[src/rtl/shift_mult_ctrl.sv]
// Purpose : control FSM for a WIDTH-iteration shift/add multiplier (LOAD, then TEST/SHIFT pairs, then DONE).
// Latency : start sampled in IDLE at cycle k -> LOAD at k+1, done pulse at k+2+2*WIDTH.
// Backpr. : none; start is only looked at in IDLE, so a start while busy is dropped rather than queued.
//
// Ports
//   clk        single clock, rising edge
//   rst        synchronous active-low reset
//   start      begin one multiply (sampled only in IDLE)
//   lsb_in     LSB of the multiplier shift register
//   mplr_zero  multiplier register is all zeros (observed only with SHIFT_MULT_EARLY_TERM_EN)
//   ld         parallel load of the multiplier/multiplicand registers
//   shr_en     shift the multiplier right
//   shl_en     shift the multiplicand left (always equal to shr_en)
//   acc_clr    clear the accumulator
//   acc_add    add the multiplicand into the accumulator (only output that is not a pure state decode)
//   busy       high in every state except IDLE
//   done       one-cycle completion pulse
//   cnt        registered iteration counter; reads WIDTH in DONE after a full run
//
// Build option
//   SHIFT_MULT_EARLY_TERM_EN : when defined, TEST with mplr_zero=1 jumps straight to DONE
//                              without adding or shifting; cnt keeps its current value.
//                              When undefined, mplr_zero has no effect.

module shift_mult_ctrl #(
   parameter int WIDTH = 16   // operand width and iteration count, 2..32
) (
   input  logic                   clk,
   input  logic                   rst,
   input  logic                   start,
   input  logic                   lsb_in,
   input  logic                   mplr_zero,
   output logic                   ld,
   output logic                   shr_en,
   output logic                   shl_en,
   output logic                   acc_clr,
   output logic                   acc_add,
   output logic                   busy,
   output logic                   done,
   output logic [$clog2(WIDTH):0] cnt
);

   localparam int CW = $clog2(WIDTH) + 1;

   // Last value cnt holds while in SHIFT before the run completes.
   localparam logic [CW-1:0] CNT_LAST = CW'(WIDTH - 1);

   typedef enum logic [2:0] {
      ST_IDLE  = 3'd0,
      ST_LOAD  = 3'd1,
      ST_TEST  = 3'd2,
      ST_SHIFT = 3'd3,
      ST_DONE  = 3'd4
   } state_t;

   state_t          state_q, state_d;
   logic [CW-1:0]   cnt_q,   cnt_d;

   // Moore outputs are registered: each one is a decode of the next state,
   // so the flop output is exactly the decode of the current state.
   logic            ld_q,      ld_d;
   logic            shift_q,   shift_d;
   logic            acc_clr_q, acc_clr_d;
   logic            busy_q,    busy_d;
   logic            done_q,    done_d;

   // Early-exit qualifier seen in TEST; constant 0 when the option is off.
   logic            early_exit;

`ifdef SHIFT_MULT_EARLY_TERM_EN
   assign early_exit = mplr_zero;
`else
   assign early_exit = 1'b0;
   // mplr_zero is deliberately not observed in this build.
   logic  unused_mplr_zero;
   assign unused_mplr_zero = mplr_zero;
`endif

   // ------------------------------------------------------------------
   // Next-state and counter logic
   // ------------------------------------------------------------------
   always_comb begin
      state_d = state_q;
      cnt_d   = cnt_q;

      unique case (state_q)
         ST_IDLE: begin
            if (start) begin
               state_d = ST_LOAD;
            end
         end

         ST_LOAD: begin
            cnt_d   = '0;
            state_d = ST_TEST;
         end

         ST_TEST: begin
            // With early exit, the multiplier has no set bits left, so the
            // accumulator already holds the product; cnt is left untouched.
            if (early_exit) begin
               state_d = ST_DONE;
            end else begin
               state_d = ST_SHIFT;
            end
         end

         ST_SHIFT: begin
            cnt_d = cnt_q + CW'(1);
            if (cnt_q == CNT_LAST) begin
               state_d = ST_DONE;
            end else begin
               state_d = ST_TEST;
            end
         end

         ST_DONE: begin
            state_d = ST_IDLE;
         end

         default: begin
            state_d = ST_IDLE;
         end
      endcase
   end

   // ------------------------------------------------------------------
   // Registered Moore output decode (from next state)
   // ------------------------------------------------------------------
   always_comb begin
      ld_d      = (state_d == ST_LOAD);
      acc_clr_d = (state_d == ST_LOAD);
      shift_d   = (state_d == ST_SHIFT);
      busy_d    = (state_d != ST_IDLE);
      done_d    = (state_d == ST_DONE);
   end

   // ------------------------------------------------------------------
   // State register
   // ------------------------------------------------------------------
   always_ff @(posedge clk) begin
      if (!rst) begin
         state_q   <= ST_IDLE;
         cnt_q     <= '0;
         ld_q      <= 1'b0;
         shift_q   <= 1'b0;
         acc_clr_q <= 1'b0;
         busy_q    <= 1'b0;
         done_q    <= 1'b0;
      end else begin
         state_q   <= state_d;
         cnt_q     <= cnt_d;
         ld_q      <= ld_d;
         shift_q   <= shift_d;
         acc_clr_q <= acc_clr_d;
         busy_q    <= busy_d;
         done_q    <= done_d;
      end
   end

   // ------------------------------------------------------------------
   // Outputs
   // ------------------------------------------------------------------
   assign ld      = ld_q;
   assign acc_clr = acc_clr_q;
   // One shared flop guarantees the two shift strobes can never diverge.
   assign shr_en  = shift_q;
   assign shl_en  = shift_q;
   assign busy    = busy_q;
   assign done    = done_q;
   assign cnt     = cnt_q;

   // acc_add follows lsb_in combinationally, and only in TEST, which keeps it
   // exclusive with ld (LOAD) and the shift strobes (SHIFT).
   assign acc_add = (state_q == ST_TEST) && lsb_in && !early_exit;

   // ------------------------------------------------------------------
   // Invariants
   // ------------------------------------------------------------------
   a_strobe_excl : assert property (@(posedge clk) disable iff (!rst)
      !((ld_q && shift_q) || (ld_q && acc_add) || (shift_q && acc_add)));

   a_busy_done : assert property (@(posedge clk) disable iff (!rst)
      done_q |-> busy_q);

endmodule

[config.mk]
export PLATFORM = sky130hd
export DESIGN_NAME = shift_mult_ctrl
export DESIGN_NICKNAME = d
export VERILOG_FILES = /design/src/rtl/shift_mult_ctrl.sv
export SDC_FILE = /design/constraint.sdc
export NUM_CORES = 1
export LEC_CHECK = 0
export CORE_MARGIN = 2
export CORE_UTILIZATION = 39
export CTS_CLUSTER_SIZE = 30
export DETAILED_ROUTE_END_ITERATION = 12
export PLACE_DENSITY_LB_ADDON = 0.05
export SYNTH_ARGS = -nofsm -noshare
export SYNTH_HDL_FRONTEND = slang
export SYNTH_SLANG_ARGS = --single-unit
export TNS_END_PERCENT = 50
[constraint.sdc]
create_clock -name clk -period 2.7 [get_ports clk]
set_input_delay 0.405 -clock clk [delete_from_list [all_inputs] [get_ports clk]]
set_output_delay 0.405 -clock clk [all_outputs]
set_load 0.01 [all_outputs]
==> out/metrics.csv, run 1 <==
stage,metric,value,unit
run_status,run status,finished clean,
critical_path,setup slack of the worst register-to-register path,1190,ps
flow_run,number of maximum-capacitance violations,0,
worst_hold_path,endpoint of the worst hold-timing path,cnt[4]$_SDFFE_PN0P_,
worst_hold_path,Cells on Worst Hold Path,2,
power,Clk pwr share,32.9,%
floorplanning,number of standard-cell rows in the floorplan,12,
placement,half-perimeter wire length after placement,677,microns
clocking,htree depth,1,
floorplanning,die span in x,40,microns
finish,number of antenna repair diodes,0,
critical_path,largest stage delay on the critical path,530,ps
global_routing,wire length of the first global-routing pass,1.50,mm
global_routing,via count of the first global-routing pass,357,
clocking,count of instances resized after the clock tree is built,0,
drt,DRC violation count after routing,0,
finish,area growth from synthesis to final layout,33.2,%
power,power density of the placed cells,509,nW/um^2
floorplanning,Total Die Area,1600,sq um
critical_path,nature of the critical path endpoint,output port,
critical_path,Reg-to-Reg Start,cnt[0]$_SDFFE_PN0P_,
floorplanning,initial core utilization,43.7,%
drt,number of search-and-repair iterations in the first detailed-routing pass,4,
placement,routability cong.,0.700,
timing,Relative slew margins,76.6,%
global_routing,overall fraction of global-route tracks in use,15.0,%
logic_synthesis,sequential area share after synthesis,47.5,%
global_routing,total overflow reported by the global router,0,
global_routing,maximum number of pins on one net before global-route repair,11,
critical_path,Startpoint Class,flop,
clocking,cts bufs inserted,3,
worst_hold_path,classification of the worst-slack hold path,reg2reg,
worst_hold_path,origin of the worst min-delay path,cnt[4]$_SDFFE_PN0P_,
floorplanning,Floorplan Core Area,1160,sq um
logic_synthesis,count of cell types in the netlist,20,
clocking,cell chosen for the clock root,sky130_fd_sc_hd__clkbuf_4,
power,combinational fraction of design power,11.3,%
critical_path,critical path class,reg2out,
critical_path,largest fanout on the critical path,10,
critical_path,cell chain of the critical path,and3_1 -> clkdlybuf4s50_1,
logic_synthesis,Post-Syn Area per Cell,9.36,sq um
clocking,count of hold-fix buffers inserted at cts,0,
timing,slew at the pin closest to its max-slew limit,351,ps
timing,setup repair after global routing missed its margin,false,
drt,routed vias/inst,4.71,
floorplanning,die outline height,40,microns
drt,vias after detailed routing,391,
timing,count of endpoints failing setup in the final report,0,
critical_path,slowest library cell on the worst path,sky130_fd_sc_hd__dfxtp_1,
power,worst IR drop on VDD,0.000221,V
power,cell internal pwr,258,uW
clocking,CTS Sinks,12,
critical_path,Buf/Inv on CP,1,
clocking,clock-pin slew on the worst setup and hold paths,70,ps
finish,fraction of final layout cells with drive strength greater than 1,8.70,%
clocking,clock insertion delay at the later pin of the skew report,280,ps
finish,Final Non-Filler Cells,83,
critical_path,data required time of the worst path,2300,ps
timing,maximum clock rate,0.512,GHz
finish,count of nets after finishing,78,
power,switching power share of the total,24.6,%
timing,final hold violations,0,
placement,total of buffers placed on input and output ports,15,
logic_synthesis,number of cells produced by synthesis,54,
power,LEAKAGE,0.000307,uW
clocking,Post-CTS Repair Setup Buffers,0,
finish,"leading cell type in the layout, fill and taps excluded",sky130_fd_sc_hd__clkdlybuf4s50_1,
logic_synthesis,synthesized netlist net count,61,
finish,number of filler instances in the final layout,107,
drt,sum of routed wire length over all layers,924,microns
placement,number of placed instances with taps included,80,
critical_path,length in cells of the worst reg-to-reg path,6,
timing,Layout Skew,2.88,ps
power,sw power,84.3,uW
global_routing,antenna violations before repair,0,
logic_synthesis,Synth Cell Area,505,sq um
timing,fraction of the cycle the final worst path needs,72.3,%
drt,per-cell routed wire length,11.1,microns
drt,number of nets still failing antenna checks after routing,0,
logic_synthesis,flop and latch count out of synthesis,12,
critical_path,Crit path arrival time,1550,ps
critical_path,family with the most delay on the worst path,flip-flops,
timing,count of pins over their slew limit,0,
clocking,clk buf depth,2,
floorplanning,Ports,17,
finish,"leading cell types in the layout, fill and taps excluded","sky130_fd_sc_hd__clkdlybuf4s50_1, sky130_fd_sc_hd__dfxtp_1, sky130_fd_sc_hd__inv_1, sky130_fd_sc_hd__nand3_1",
timing,post-route minimum period,1950,ps
clocking,CTS tree,yes,
drt,initial detailed-routing violation count,2,
critical_path,Reg-to-Reg End,busy$_SDFF_PN0_,
timing,Setup Total Neg Slack,0,ps
logic_synthesis,Ys Warns,0,
power,relative contribution of sequential cells to total power,55.8,%
worst max path at each step:
| stage | from | to | cells after the start |
|---|---|---|---|
| after floorplan | cnt[0]$_SDFFE_PN0P_ | busy$_SDFF_PN0_ | 6 |
| after global placement | lsb_in | acc_add | 3 |
| after detailed placement | lsb_in | acc_add | 3 |
| after CTS | state_q[1]$_SDFF_PN0_ | acc_add | 2 |
| after global routing | state_q[0]$_SDFF_PN0_ | acc_add | 3 |
| final | state_q[1]$_SDFF_PN0_ | acc_add | 2 |
cell usage after synthesis:
master	number	area, sq um
sky130_fd_sc_hd__o21ai_0	1	5.00
sky130_fd_sc_hd__nor2b_1	2	12.5
sky130_fd_sc_hd__mux2_2	1	11.3
sky130_fd_sc_hd__or3_1	2	12.5
sky130_fd_sc_hd__nand2_1	3	11.3
sky130_fd_sc_hd__nand3b_1	1	7.51
sky130_fd_sc_hd__o211ai_1	1	7.51
sky130_fd_sc_hd__nor2_1	3	11.3
sky130_fd_sc_hd__a31oi_1	1	6.26
sky130_fd_sc_hd__buf_4	3	22.5
sky130_fd_sc_hd__or3b_1	1	8.76
sky130_fd_sc_hd__dfxtp_1	12	240
sky130_fd_sc_hd__nand3_1	6	30.0
sky130_fd_sc_hd__inv_1	6	22.5
sky130_fd_sc_hd__a21oi_1	3	15.0
sky130_fd_sc_hd__or2b_1	1	7.51
sky130_fd_sc_hd__o21ba_2	1	10.0
sky130_fd_sc_hd__nand3b_4	1	20.0
sky130_fd_sc_hd__and3_1	3	18.8
sky130_fd_sc_hd__ha_1	2	25.0
layout make-up:
| class | instances | area, sq um | share of cell area, % |
|---|---|---|---|
| Clock buffer | 3 | 22.5 | 3.35 |
| Tap cell | 14 | 17.5 | 2.60 |
| Multi-Input combinational cell | 33 | 220 | 32.7 |
| Sequential cell | 12 | 240 | 35.7 |
| Timing Repair Buffer | 15 | 150 | 22.3 |
| Inverter | 6 | 22.5 | 3.35 |
logic make-up (layout without fill, tap and decap cells):
group / count (synthesis) / in the layout / share of synthesized area [%]
simple gates: 23 / 23 / 27.7
flops: 12 / 12 / 47.5
buf+inv: 9 / 24 / 8.91
compound gates: 7 / 7 / 8.66
fa+ha+maj: 2 / 2 / 4.95
mux: 1 / 1 / 2.23
through the flow:
step                hold WS (ps)  worst slack (ps)  power [uW]  utilization, %  instance area [sq um]
CTS                          489               742         346            58.2                    673
global placement             460               777         235            56.3                    651
finish                       477               748         343            58.2                    673
floorplan                    488              1290         217               -                    505
detailed placement           476               779         235            56.3                    651
global route                 521               651         358            58.2                    673
per-layer routing:
layer / track usage, % / up-vias / wire length [microns]
met3: 5.00 / 2 / 40
met4: 7.76 / 0 / 14
met5: 0 / - / 0
li1: - / 216 / -
met2: 22.2 / 10 / 390
met1: 19.1 / 163 / 478
power groups by stage:
stage | Combinational, uW | Sequential (uW) | Clock [uW]
global placement | 39.0 | 196 | 0
detailed placement | 39.4 | 196 | 0
finish | 38.8 | 191 | 113
floorplan | 22.7 | 194 | 0
global route | 43.1 | 193 | 122
CTS | 39.4 | 191 | 115
state kept, by name, indices dropped and copies added, names as in the netlist:
register / cells
cnt: 5
state_q: 3
acc_clr: 1
busy: 1
done: 1
shl_en: 1
tightest hold or removal path, cell delays in order, from the launching register on:
cell and delay (ps):
sky130_fd_sc_hd__dfxtp_1 320, sky130_fd_sc_hd__nand2_1 50, sky130_fd_sc_hd__a21oi_1 50
Note: power is estimated with default switching activity, not from simulation.
==> run 2: changes to the inputs <==
- CORE_UTILIZATION: 39 -> 37
- clock period: 2.7 -> 1.65 ns (I/O delays scaled with it)
==> run 2 against run 1 <==
  * Die area up 4.9%
  * Hold slack worse by 6.4 ps
  * Wire length down 0.22%
  * Sequential cell count unchanged
  * Final area up 5.8%
  * Non-clock buffer count up 3
  * Via count up 5.9%
==> out/metrics.csv, run 2 (same netlist as run 1, synthesis figures left out) <==
stage,metric,value,unit,change
run_status,run status,finished clean,,
timing,final hold violations,0,,unchanged
drt,number of search-and-repair iterations in the first detailed-routing pass,4,,unchanged
clocking,htree depth,1,,unchanged
flow_run,number of maximum-capacitance violations,0,,unchanged
timing,fraction of the cycle the final worst path needs,91.4,%,
global_routing,wire length of the first global-routing pass,1.36,mm,-9.6%
finish,Largest register FFs,5,,unchanged
global_routing,via count of the first global-routing pass,308,,-14%
timing,Setup Total Neg Slack,0,ps,unchanged
placement,post-placement worst setup slack,13.5,ps,-766 ps
finish,count of nets after finishing,81,,+3.8%
critical_path,largest fanout on the critical path,4,,-6
critical_path,Crit path arrival time,1720,ps,+170 ps
floorplanning,Total Die Area,1680,sq um,+4.9%
power,sw power,144,uW,+70%
placement,half-perimeter wire length after placement,679,microns,+0.21%
timing,Relative slew margins,82.7,%,+6.1 points
finish,number of antenna repair diodes,0,,unchanged
clocking,cts bufs inserted,3,,unchanged
drt,routed vias/inst,4.70,,-0.13%
drt,sum of routed wire length over all layers,922,microns,-0.22%
clocking,clock-pin slew on the worst setup and hold paths,80,ps,about the same
timing,smallest setup slack after layout,142,ps,-606 ps
floorplanning,Ports,17,,unchanged
timing,count of pins over their slew limit,0,,unchanged
global_routing,antenna violations before repair,0,,unchanged
finish,fraction of final layout cells with drive strength greater than 1,15.1,%,+6.4 points
drt,number of nets still failing antenna checks after routing,0,,unchanged
finish,area growth from synthesis to final layout,40.8,%,
clocking,clock insertion delay at the later pin of the skew report,270,ps,about the same
placement,routability cong.,0.686,,-2.1%
timing,Layout Skew,7.44,ps,+4.57 ps
timing,setup repair after global routing missed its margin,false,,
global_routing,overall fraction of global-route tracks in use,13.2,%,-1.8 points
finish,"leading cell type in the layout, fill and taps excluded",sky130_fd_sc_hd__clkdlybuf4s50_1,,
timing,maximum clock rate,0.663,GHz,
power,switching power share of the total,23.1,%,-1.5 points
critical_path,critical path class,reg2reg,,
global_routing,total overflow reported by the global router,0,,unchanged
clocking,Post-CTS Repair Setup Buffers,0,,unchanged
clocking,CTS Sinks,12,,unchanged
floorplanning,initial core utilization,39.3,%,-4.4 points
global_routing,maximum number of pins on one net before global-route repair,10,,-1
clocking,cell chosen for the clock root,sky130_fd_sc_hd__clkbuf_4,,
critical_path,Startpoint Class,flop,,
critical_path,nature of the critical path endpoint,flop,,
power,power density of the placed cells,874,nW/um^2,+72%
finish,number of filler instances in the final layout,137,,+28%
timing,post-route minimum period,1510,ps,
worst_hold_path,classification of the worst-slack hold path,reg2reg,,
drt,DRC violation count after routing,0,,unchanged
power,Clk pwr share,38.2,%,+5.3 points
power,worst IR drop on VDD,0.000595,V,+170%
power,Tot Pwr,622,uW,+81%
power,combinational fraction of design power,12.6,%,+1.3 points
floorplanning,die span in x,41.0,microns,+2.4%
floorplanning,Floorplan Core Area,1280,sq um,+11%
clocking,CTS tree,yes,,
timing,slew at the pin closest to its max-slew limit,259,ps,-92.5 ps
drt,initial detailed-routing violation count,4,,+2
finish,"leading cell types in the layout, fill and taps excluded","sky130_fd_sc_hd__clkdlybuf4s50_1, sky130_fd_sc_hd__dfxtp_1, sky130_fd_sc_hd__inv_1, sky130_fd_sc_hd__nand3_1",,
power,LEAKAGE,0.000335,uW,+8.9%
power,relative contribution of sequential cells to total power,49.2,%,-6.6 points
floorplanning,die outline height,41.0,microns,+2.4%
power,cell internal pwr,478,uW,+85%
critical_path,data required time of the worst path,1860,ps,-440 ps
drt,per-cell routed wire length,10.5,microns,-5.9%
placement,total of buffers placed on input and output ports,15,,unchanged
floorplanning,number of standard-cell rows in the floorplan,13,,+1
timing,count of endpoints failing setup in the final report,0,,unchanged
clocking,clk buf depth,2,,unchanged
drt,vias after detailed routing,414,,+5.9%
## run 2: final timing paths
check | cells after the start | startpoint | slack [ps] | endpoint
setup / recovery | 6 | cnt[0]$_SDFFE_PN0P_ | 140 | busy$_SDFF_PN0_
hold / removal | 2 | cnt[4]$_SDFFE_PN0P_ | 470 | cnt[4]$_SDFFE_PN0P_
setup reg to reg | 6 | cnt[0]$_SDFFE_PN0P_ | 140 | busy$_SDFF_PN0_
hold reg to reg | 2 | cnt[4]$_SDFFE_PN0P_ | 470 | cnt[4]$_SDFFE_PN0P_
## run 2: area by class of cell
type / count / area, sq um / area share, %
Timing Repair Buffer: 18 / 171 / 24.1
Tap cell: 15 / 18.8 / 2.64
Sequential cell: 12 / 240 / 33.7
Clock buffer: 4 / 36.3 / 5.10
Multi-Input combinational cell: 33 / 223 / 31.3
Inverter: 6 / 22.5 / 3.16
## run 2: power by group through the flow
| stage | Clock [uW] | Combinational, uW | Sequential (uW) |
|---|---|---|---|
| floorplan | 0 | 37.2 | 317 |
| global placement | 0 | 80.2 | 312 |
| global route | 260 | 87.2 | 307 |
| detailed placement | 0 | 79.4 | 313 |
| finish | 238 | 78.5 | 306 |
| CTS | 248 | 79.4 | 306 |
## run 2: routing by layer
layer	track usage (%)	part of all wire [%]	wire, microns	up-vias
li1	-	-	-	221
met1	17.8	52	482	183
met2	17.6	42	390	8
met3	3.26	4.4	41	2
met4	10.0	0.76	7	0
met5	0	0	0	-
## run 2: repair_timing
item / 4_1_cts / 5_1_grt
hold buffers: 0 / 0
endpoints found under the setup margin: 1 / 0
gates resized for setup: 2 / 0
endpoints found under the hold margin: 0 / 0
## run 2: stage by stage
| step | hold WS, ps | cell area (sq um) | std cells | util [%] |
|---|---|---|---|---|
| 3_3_place_gp | 456 | 674 | 84 | 52.5 |
| 2_1_floorplan | 390 | 505 | 54 | - |
| 3_5_place_dp | 460 | 674 | 84 | 52.5 |
| 5_1_grt | 486 | 712 | 88 | 55.4 |
| 6_report | 471 | 712 | 88 | 55.4 |
| 4_1_cts | 475 | 712 | 88 | 55.4 |
## run 2: critical path: stages, from the launching register on
cell                      delay, ps
sky130_fd_sc_hd__dfxtp_1        410
sky130_fd_sc_hd__ha_1           200
sky130_fd_sc_hd__and3_1         170
sky130_fd_sc_hd__ha_1           140
sky130_fd_sc_hd__nand3_1         80
sky130_fd_sc_hd__or3_1          350
sky130_fd_sc_hd__nand3_1        100
